$ cat src/rtl/mem_store_buffer_if.sv
// Pipeline-side store/load handshake plus data-memory port of the posted-store buffer.
// The slave modport is the buffer itself; master is the pipeline/memory environment.
interface mem_store_buffer_if #(
  parameter int PTR_W = 2
);
  logic              st_valid;
  logic              st_ready;
  logic [31:0]       st_addr;
  logic [31:0]       st_data;
  logic              ld_valid;
  logic [31:0]       ld_addr;
  logic [31:0]       ld_data;
  logic              ld_fwd;
  logic [31:0]       mem_addr;
  logic [31:0]       mem_wdata;
  logic              mem_read;
  logic              mem_write;
  logic [31:0]       mem_rdata;
  logic              empty;
  logic [PTR_W:0]    count;

  modport slave (
    input  st_valid, st_addr, st_data, ld_valid, ld_addr, mem_rdata,
    output st_ready, ld_data, ld_fwd, mem_addr, mem_wdata, mem_read, mem_write,
           empty, count
  );

  modport master (
    output st_valid, st_addr, st_data, ld_valid, ld_addr, mem_rdata,
    input  st_ready, ld_data, ld_fwd, mem_addr, mem_wdata, mem_read, mem_write,
           empty, count
  );
endinterface

$ cat src/rtl/mem_store_buffer.sv
// Posted-store FIFO in front of a single-port data memory: loads own the port and
// forward from the youngest matching pending store; stores drain on idle cycles.
module mem_store_buffer #(
  parameter int DEPTH = 4,
  parameter int PTR_W = 2
) (
  input  logic                clk,
  input  logic                rst,
  mem_store_buffer_if.slave   bus
);

  logic [PTR_W-1:0] wr_ptr_q, wr_ptr_d;
  logic [PTR_W-1:0] rd_ptr_q, rd_ptr_d;
  logic [PTR_W:0]   count_q,  count_d;
  logic [29:0]      addr_q [DEPTH];
  logic [31:0]      data_q [DEPTH];

  logic             push, pop, empty, ld_active, hit;
  logic [31:0]      hit_data;
  logic [PTR_W-1:0] idx;
  logic [3:0]       unused_addr_lsb;

  assign unused_addr_lsb = {bus.st_addr[1:0], bus.ld_addr[1:0]};

  assign empty     = (count_q == '0);
  assign ld_active = rst & bus.ld_valid;
  // A slot freed by this cycle's drain only becomes usable next cycle.
  assign bus.st_ready = (count_q != (PTR_W+1)'(DEPTH));
  assign push      = bus.st_valid & bus.st_ready;
  assign pop       = rst & ~empty & ~bus.ld_valid;

  // Walk oldest to youngest so the last hit wins; the entry being pushed is not visible.
  always_comb begin
    hit      = 1'b0;
    hit_data = '0;
    idx      = '0;
    for (int k = 0; k < DEPTH; k++) begin
      idx = rd_ptr_q + PTR_W'(k);
      if (((PTR_W+1)'(k) < count_q) && (addr_q[idx] == bus.ld_addr[31:2])) begin
        hit      = 1'b1;
        hit_data = data_q[idx];
      end
    end
  end

  always_comb begin
    bus.mem_write = pop;
    bus.mem_read  = ld_active & ~hit;
    bus.ld_fwd    = ld_active & hit;
    bus.ld_data   = '0;
    bus.mem_addr  = '0;
    bus.mem_wdata = '0;
    if (ld_active) begin
      bus.ld_data  = hit ? hit_data : bus.mem_rdata;
      bus.mem_addr = bus.ld_addr;
    end else if (pop) begin
      bus.mem_addr  = {addr_q[rd_ptr_q], 2'b00};
      bus.mem_wdata = data_q[rd_ptr_q];
    end
  end

  assign bus.empty = empty;
  assign bus.count = count_q;

  always_comb begin
    wr_ptr_d = push ? wr_ptr_q + PTR_W'(1) : wr_ptr_q;
    rd_ptr_d = pop  ? rd_ptr_q + PTR_W'(1) : rd_ptr_q;
    count_d  = count_q + (PTR_W+1)'(push) - (PTR_W+1)'(pop);
  end

  always_ff @(posedge clk or negedge rst) begin
    if (!rst) begin
      wr_ptr_q <= '0;
      rd_ptr_q <= '0;
      count_q  <= '0;
    end else begin
      wr_ptr_q <= wr_ptr_d;
      rd_ptr_q <= rd_ptr_d;
      count_q  <= count_d;
    end
  end

  // Entry storage carries no reset; validity comes from count and the pointers.
  always_ff @(posedge clk) begin
    if (push) begin
      addr_q[wr_ptr_q] <= bus.st_addr[31:2];
      data_q[wr_ptr_q] <= bus.st_data;
    end
  end

endmodule

$ cat src/flat_wrapper.sv
// flat-port wrapper written by rule: the top's interface ports become plain ports
module mem_store_buffer_flat 
#(
  parameter int DEPTH = 4,
  parameter int PTR_W = 2
)
  (clk, rst, bus_st_valid, bus_st_addr, bus_st_data, bus_ld_valid, bus_ld_addr, bus_mem_rdata, bus_st_ready, bus_ld_data, bus_ld_fwd, bus_mem_addr, bus_mem_wdata, bus_mem_read, bus_mem_write, bus_empty, bus_count);
  mem_store_buffer_if #(.PTR_W(PTR_W)) bus_i ();
  input  logic clk;
  input  logic rst;
  input wire logic [$bits(bus_i.st_valid)-1:0] bus_st_valid;
  input wire logic [$bits(bus_i.st_addr)-1:0] bus_st_addr;
  input wire logic [$bits(bus_i.st_data)-1:0] bus_st_data;
  input wire logic [$bits(bus_i.ld_valid)-1:0] bus_ld_valid;
  input wire logic [$bits(bus_i.ld_addr)-1:0] bus_ld_addr;
  input wire logic [$bits(bus_i.mem_rdata)-1:0] bus_mem_rdata;
  output wire logic [$bits(bus_i.st_ready)-1:0] bus_st_ready;
  output wire logic [$bits(bus_i.ld_data)-1:0] bus_ld_data;
  output wire logic [$bits(bus_i.ld_fwd)-1:0] bus_ld_fwd;
  output wire logic [$bits(bus_i.mem_addr)-1:0] bus_mem_addr;
  output wire logic [$bits(bus_i.mem_wdata)-1:0] bus_mem_wdata;
  output wire logic [$bits(bus_i.mem_read)-1:0] bus_mem_read;
  output wire logic [$bits(bus_i.mem_write)-1:0] bus_mem_write;
  output wire logic [$bits(bus_i.empty)-1:0] bus_empty;
  output wire logic [$bits(bus_i.count)-1:0] bus_count;
  assign bus_i.st_valid = bus_st_valid;
  assign bus_i.st_addr = bus_st_addr;
  assign bus_i.st_data = bus_st_data;
  assign bus_i.ld_valid = bus_ld_valid;
  assign bus_i.ld_addr = bus_ld_addr;
  assign bus_i.mem_rdata = bus_mem_rdata;
  assign bus_st_ready = bus_i.st_ready;
  assign bus_ld_data = bus_i.ld_data;
  assign bus_ld_fwd = bus_i.ld_fwd;
  assign bus_mem_addr = bus_i.mem_addr;
  assign bus_mem_wdata = bus_i.mem_wdata;
  assign bus_mem_read = bus_i.mem_read;
  assign bus_mem_write = bus_i.mem_write;
  assign bus_empty = bus_i.empty;
  assign bus_count = bus_i.count;
  mem_store_buffer #(.DEPTH(DEPTH), .PTR_W(PTR_W)) u_core (.clk(clk), .rst(rst), .bus(bus_i));
endmodule
$ cat config.mk
export PLATFORM = sky130hd
export DESIGN_NAME = mem_store_buffer_flat
export DESIGN_NICKNAME = d
export VERILOG_FILES = /design/src/rtl/mem_store_buffer_if.sv /design/src/rtl/mem_store_buffer.sv /design/src/flat_wrapper.sv
export SDC_FILE = /design/constraint.sdc
export NUM_CORES = 1
export LEC_CHECK = 0
export ABC_AREA = 1
export BUFFER_PORTS_ARGS = -buffer_cell sky130_fd_sc_hd__buf_2
export CELL_PAD_IN_SITES_DETAIL_PLACEMENT = 1
export CELL_PAD_IN_SITES_GLOBAL_PLACEMENT = 1
export CORE_UTILIZATION = 42
export DETAILED_ROUTE_END_ITERATION = 16
export PLACE_DENSITY_LB_ADDON = 0.3
export SETUP_SLACK_MARGIN = 0.2
export SYNTH_ARGS = -nofsm -noshare
export SYNTH_HDL_FRONTEND = slang
export SYNTH_SLANG_ARGS = --single-unit
$ cat constraint.sdc
create_clock -name clk -period 4.6 [get_ports clk]
set_input_delay 0 -clock clk [delete_from_list [all_inputs] [get_ports clk]]
set_output_delay 0 -clock clk [all_outputs]
set_load 0.005 [all_outputs]
==> impl_metrics.env <==
export IMPL_unrepaired_setup_endpoints_after_global_routing="false"
export IMPL_routed_wire_length_per_instance_microns=20.4
export IMPL_netSwitchingFraction_pct=51.8
export IMPL_htreeDepth=1
export IMPL_port_buffers=233
export IMPL_post_route_cells_drive_above_1_share_pct=11.1
export IMPL_num_vias=20600
export IMPL_initialDrtViolationCount=1380
export IMPL_syn_cell_area_sq_um=18900
export IMPL_power_share_clock_pct=17.9
export IMPL_routed_wirelength_microns=76100
export IMPL_fp_dieW_microns=214
export IMPL_leak_pwr_uw=0.0112
export IMPL_holdCritStartpoint="bus_st_valid"
export IMPL_synth_async_reset_ratio_pct=2.75
export IMPL_final_instance_area_sq_um=22400
export IMPL_reg2reg_from="u_core.bus.count[2]$_DFF_PN0_"
export IMPL_overflow=0
export IMPL_peak_fanout_along_the_critical_path=109
export IMPL_clkLatencyLatePin_ns=0.61
export IMPL_r2r_slack_ns=1.90
export IMPL_setup_violations=0
export IMPL_syn_nets=3040
export IMPL_num_nets_final=3253
export IMPL_fmax_ghz=0.236
export IMPL_groute_layer_met1_usage_pct=40.5
export IMPL_cpLargestDelayFamily="simple AND/OR/NAND/NOR gates"
export IMPL_critical_path_reg2reg_endpoint="u_core.data_q[2][19]$_DFFE_PP_"
export IMPL_yosys_most_used_dff="sky130_fd_sc_hd__edfxtp_1"
export IMPL_antenna_found_initial=5
export IMPL_distinct_cell_type_count_of_the_synthesized_netlist=34
export IMPL_hold_path_endpoint="u_core.wr_ptr_q[0]$_DFFE_PN0P_"
export IMPL_remaining_drc_errors=0
export IMPL_die_height_microns=214
export IMPL_clkTransAtPathRegs_ns=0.06
export IMPL_r2r_cells=4
export IMPL_tightestPinTransition_ns=1.12
export IMPL_postSynthCellCount=2899
export IMPL_worstSetupStartpointType="flop"
export IMPL_final_min_period_over_clock_period_pct=92.1
export IMPL_yosysTopAreaCell="sky130_fd_sc_hd__edfxtp_1"
export IMPL_ant_nets=0
export IMPL_internal_power_uw=6990
export IMPL_synth_top_cells_by_area="sky130_fd_sc_hd__edfxtp_1 (39%), sky130_fd_sc_hd__nand2_1 (26%), sky130_fd_sc_hd__nand3_1 (8.1%)"
export IMPL_dpl_cell_area_sq_um=20500
export IMPL_power_combinational_fraction_pct=59.0
export IMPL_cts_root_buffer="sky130_fd_sc_hd__clkbuf_16"
export IMPL_flow_area_growth_from_synthesis_pct=18.3
export IMPL_grtUsageTotal_pct=32.3
export IMPL_worstPathBufferInverterCount=3
export IMPL_max_clock_path_buffers=3
export IMPL_cpPeakStageDelay_ns=0.59
export IMPL_grt_pass1_vias=21100
export IMPL_hold_viol_final=0
export IMPL_dieArea_sq_um=45900
export IMPL_clkSinkCount=255
export IMPL_status="finished clean"
export IMPL_hp_class="input pin to flop"
export IMPL_worst_max_slew_margin_expressed_relative_to_the_limit_pct=25.1
export IMPL_cap_violations=0
export IMPL_ys_seq_area_share_pct=40.3
export IMPL_place_congestion=0.996
export IMPL_grt_start_max_net_pins=116
export IMPL_worstPathCellList="buf_12, nand3_1, nand3_1, nand2_1, nor2_1, nand2_1, nor2_1, nand2_1, nor2_2, buf_4, o211ai_1, nand2_1, nand2_1, nand2_1, nand2_1, buf_2"
export IMPL_avgSynthCellArea_sq_um=6.53
export IMPL_wire_length_of_the_first_global_routing_pass_microns=116000
export IMPL_power_density_nw_per_um2=648
export IMPL_num_io_pins=236
export IMPL_synth_enable_flop_cells=248
export IMPL_detail_route_vias_per_cell=5.53
export IMPL_core_area_sq_um=44300
export IMPL_ys_warn_count=0
export IMPL_worst_clock_skew_ns=0.0154
export IMPL_tritoncts_num_buffers=31
export IMPL_timing_critical_path_required_ns=4.60
export IMPL_detailedPlacementHpwl_microns=50900
export IMPL_synth_seq_cells=255
export IMPL_globalRouteMet2Util_pct=56.8
export IMPL_globalRoute_busiestLayer="met2"
export IMPL_peakVddDrop_mv=0.510
export IMPL_cpMaxStageDelayCell="sky130_fd_sc_hd__dfrtp_4"
export IMPL_layout_filler_cells=5918
export IMPL_drv_slew=0
export IMPL_use_met3_pct=4.06
export IMPL_power_frac_seq_pct=23.1
export IMPL_whs_path_cells=3
export IMPL_cts_tree="built"
export IMPL_timing_final_crit_period_ns=4.23
export IMPL_worst_path_most_repeated_cell="sky130_fd_sc_hd__nand2_1"
export IMPL_firstDrtPassIters=6
export IMPL_arrival_ns=4.23
export IMPL_synth_top_cell_area_share_pct=39.3
export IMPL_setup_total_negative_slack_ns=0
export IMPL_timing_worst_setup_path_type="flop to output pin"
export IMPL_p_sw_uw=7520
export IMPL_end_kind="output pin"
export IMPL_worst_hold_margin_ns=0.0253
export IMPL_floorplan_rows=77
export IMPL_dp_cells=3602
export IMPL_floorplan_initialDensity_pct=42.7
export IMPL_instances_no_fill=3732
[power groups by stage]
stage	sequential (uW)	clock, uW	combinational (uW)
2_1_floorplan	3300	0	5640
3_3_place_gp	3400	0	7760
3_5_place_dp	3430	0	8110
4_1_cts	3370	2610	8270
5_1_grt	3380	2680	9470
6_report	3340	2600	8560
[layer usage]
metal  vias to the layer above  wire length, microns
met5                         -                    13
met4                         2                  2720
met3                       166                  4280
met2                       707                 37100
met1                     10000                 31900
li1                       9738                     -
[registers in the layout (all words and copies together) (netlist names)]
register and count:
u_core.rd_ptr_q 2, u_core.wr_ptr_q 2, u_core.data_q 128, u_core.bus.count 3, u_core.addr_q 120
[layout by cell type, fill, tap and decap left out, types with 29 or more instances in the layout]
cell	netlist	final
sky130_fd_sc_hd__dlygate4sd3_1	0	65
sky130_fd_sc_hd__edfxtp_1	248	248
sky130_fd_sc_hd__inv_1	286	286
sky130_fd_sc_hd__nor2_1	190	186
sky130_fd_sc_hd__o22ai_1	29	29
sky130_fd_sc_hd__nand2_1	1309	1309
sky130_fd_sc_hd__o211ai_1	39	39
sky130_fd_sc_hd__clkbuf_16	0	32
sky130_fd_sc_hd__buf_2	65	233
sky130_fd_sc_hd__nand3_1	305	305
sky130_fd_sc_hd__o21ai_0	238	238
[worst min-delay path: cells and delay by family]
family	cells	cell delay, ns
XOR/XNOR	1	0.12
buffers and inverters	1	0.10
AND/OR/NAND/NOR	1	0.36
[cells by family (layout without fill, tap and decap cells)]
group / after synthesis / in the layout / share of synthesized area [%]
AND/OR/NAND/NOR: 1838 / 1838 / 39.0
flip-flops: 255 / 255 / 40.3
adder cells (fa/ha/maj): 9 / 9 / 0.635
AO/OA/AOI/OAI: 334 / 334 / 9.55
buffers and inverters: 449 / 686 / 9.86
other: 0 / 4 / 0
XOR/XNOR: 14 / 14 / 0.648
[worst max-delay path by stage]
stage / startpoint / endpoint / slack, ns / depth (start not counted)
global placement: u_core.rd_ptr_q[0]$_DFFE_PN0P_ / bus_ld_data[13] / 0.74 / 23
detailed placement: u_core.rd_ptr_q[0]$_DFFE_PN0P_ / bus_ld_data[13] / 0.66 / 23
CTS: u_core.rd_ptr_q[0]$_DFFE_PN0P_ / bus_ld_data[13] / 0.22 / 20
global route: u_core.rd_ptr_q[1]$_DFFE_PN0P_ / bus_ld_data[5] / 0.26 / 16
finish: u_core.rd_ptr_q[1]$_DFFE_PN0P_ / bus_ld_data[29] / 0.37 / 16
floorplan: u_core.bus.count[1]$_DFF_PN0_ / u_core.addr_q[0][0]$_DFFE_PP_ / 0.76 / 4
[Yosys cell counts (3+ instances only)]
cell and count:
sky130_fd_sc_hd__buf_4 6, sky130_fd_sc_hd__o22ai_1 29, sky130_fd_sc_hd__o21ai_1 25, sky130_fd_sc_hd__nor3_1 4
sky130_fd_sc_hd__inv_1 286, sky130_fd_sc_hd__buf_6 10, sky130_fd_sc_hd__nand2_2 4, sky130_fd_sc_hd__xor2_1 14
sky130_fd_sc_hd__o21ai_0 238, sky130_fd_sc_hd__nand3_1 305, sky130_fd_sc_hd__o211ai_1 39, sky130_fd_sc_hd__nand2_1 1309
sky130_fd_sc_hd__nor2_1 190, sky130_fd_sc_hd__nor2_2 3, sky130_fd_sc_hd__nand4_1 10, sky130_fd_sc_hd__ha_1 8
sky130_fd_sc_hd__nand3b_1 4, sky130_fd_sc_hd__buf_1 11, sky130_fd_sc_hd__clkinv_1 4, sky130_fd_sc_hd__buf_2 65
sky130_fd_sc_hd__clkbuf_1 64, sky130_fd_sc_hd__edfxtp_1 248, sky130_fd_sc_hd__dfrtp_1 7
[timing repair]
item / 4_1_cts / 5_1_grt
setup buffers: 1 / 2
cloned: 0 / 1
hold buffers: 65 / 0
endpoints found under the setup margin: 32 / 32
resized for setup: 3 / 6
endpoints found under the hold margin: 257 / 0
pin swaps: 0 / 0
[metrics by stage]
| step | total power (uW) | util [%] | setup WS, ns |
|---|---|---|---|
| 2_1_floorplan | 8940 | - | 0.755 |
| 3_3_place_gp | 11200 | 46.3 | 0.738 |
| 3_5_place_dp | 11500 | 46.3 | 0.661 |
| 4_1_cts | 14300 | 50.3 | 0.222 |
| 5_1_grt | 15500 | 50.5 | 0.261 |
| 6_report | 14500 | 50.5 | 0.365 |
[final cells by class]
type / count / area (sq um) / area share (%)
multi-input combinational: 2195 / 9490 / 42.4
sequential: 255 / 7630 / 34.1
clock buffer: 34 / 807 / 3.60
clock inverter: 23 / 265 / 1.18
antenna: 4 / 10.0 / 0.0447
timing repair buffer: 336 / 2330 / 10.4
tap: 592 / 741 / 3.31
inverter: 293 / 1110 / 4.98
Power figures use the tool's default switching activity.
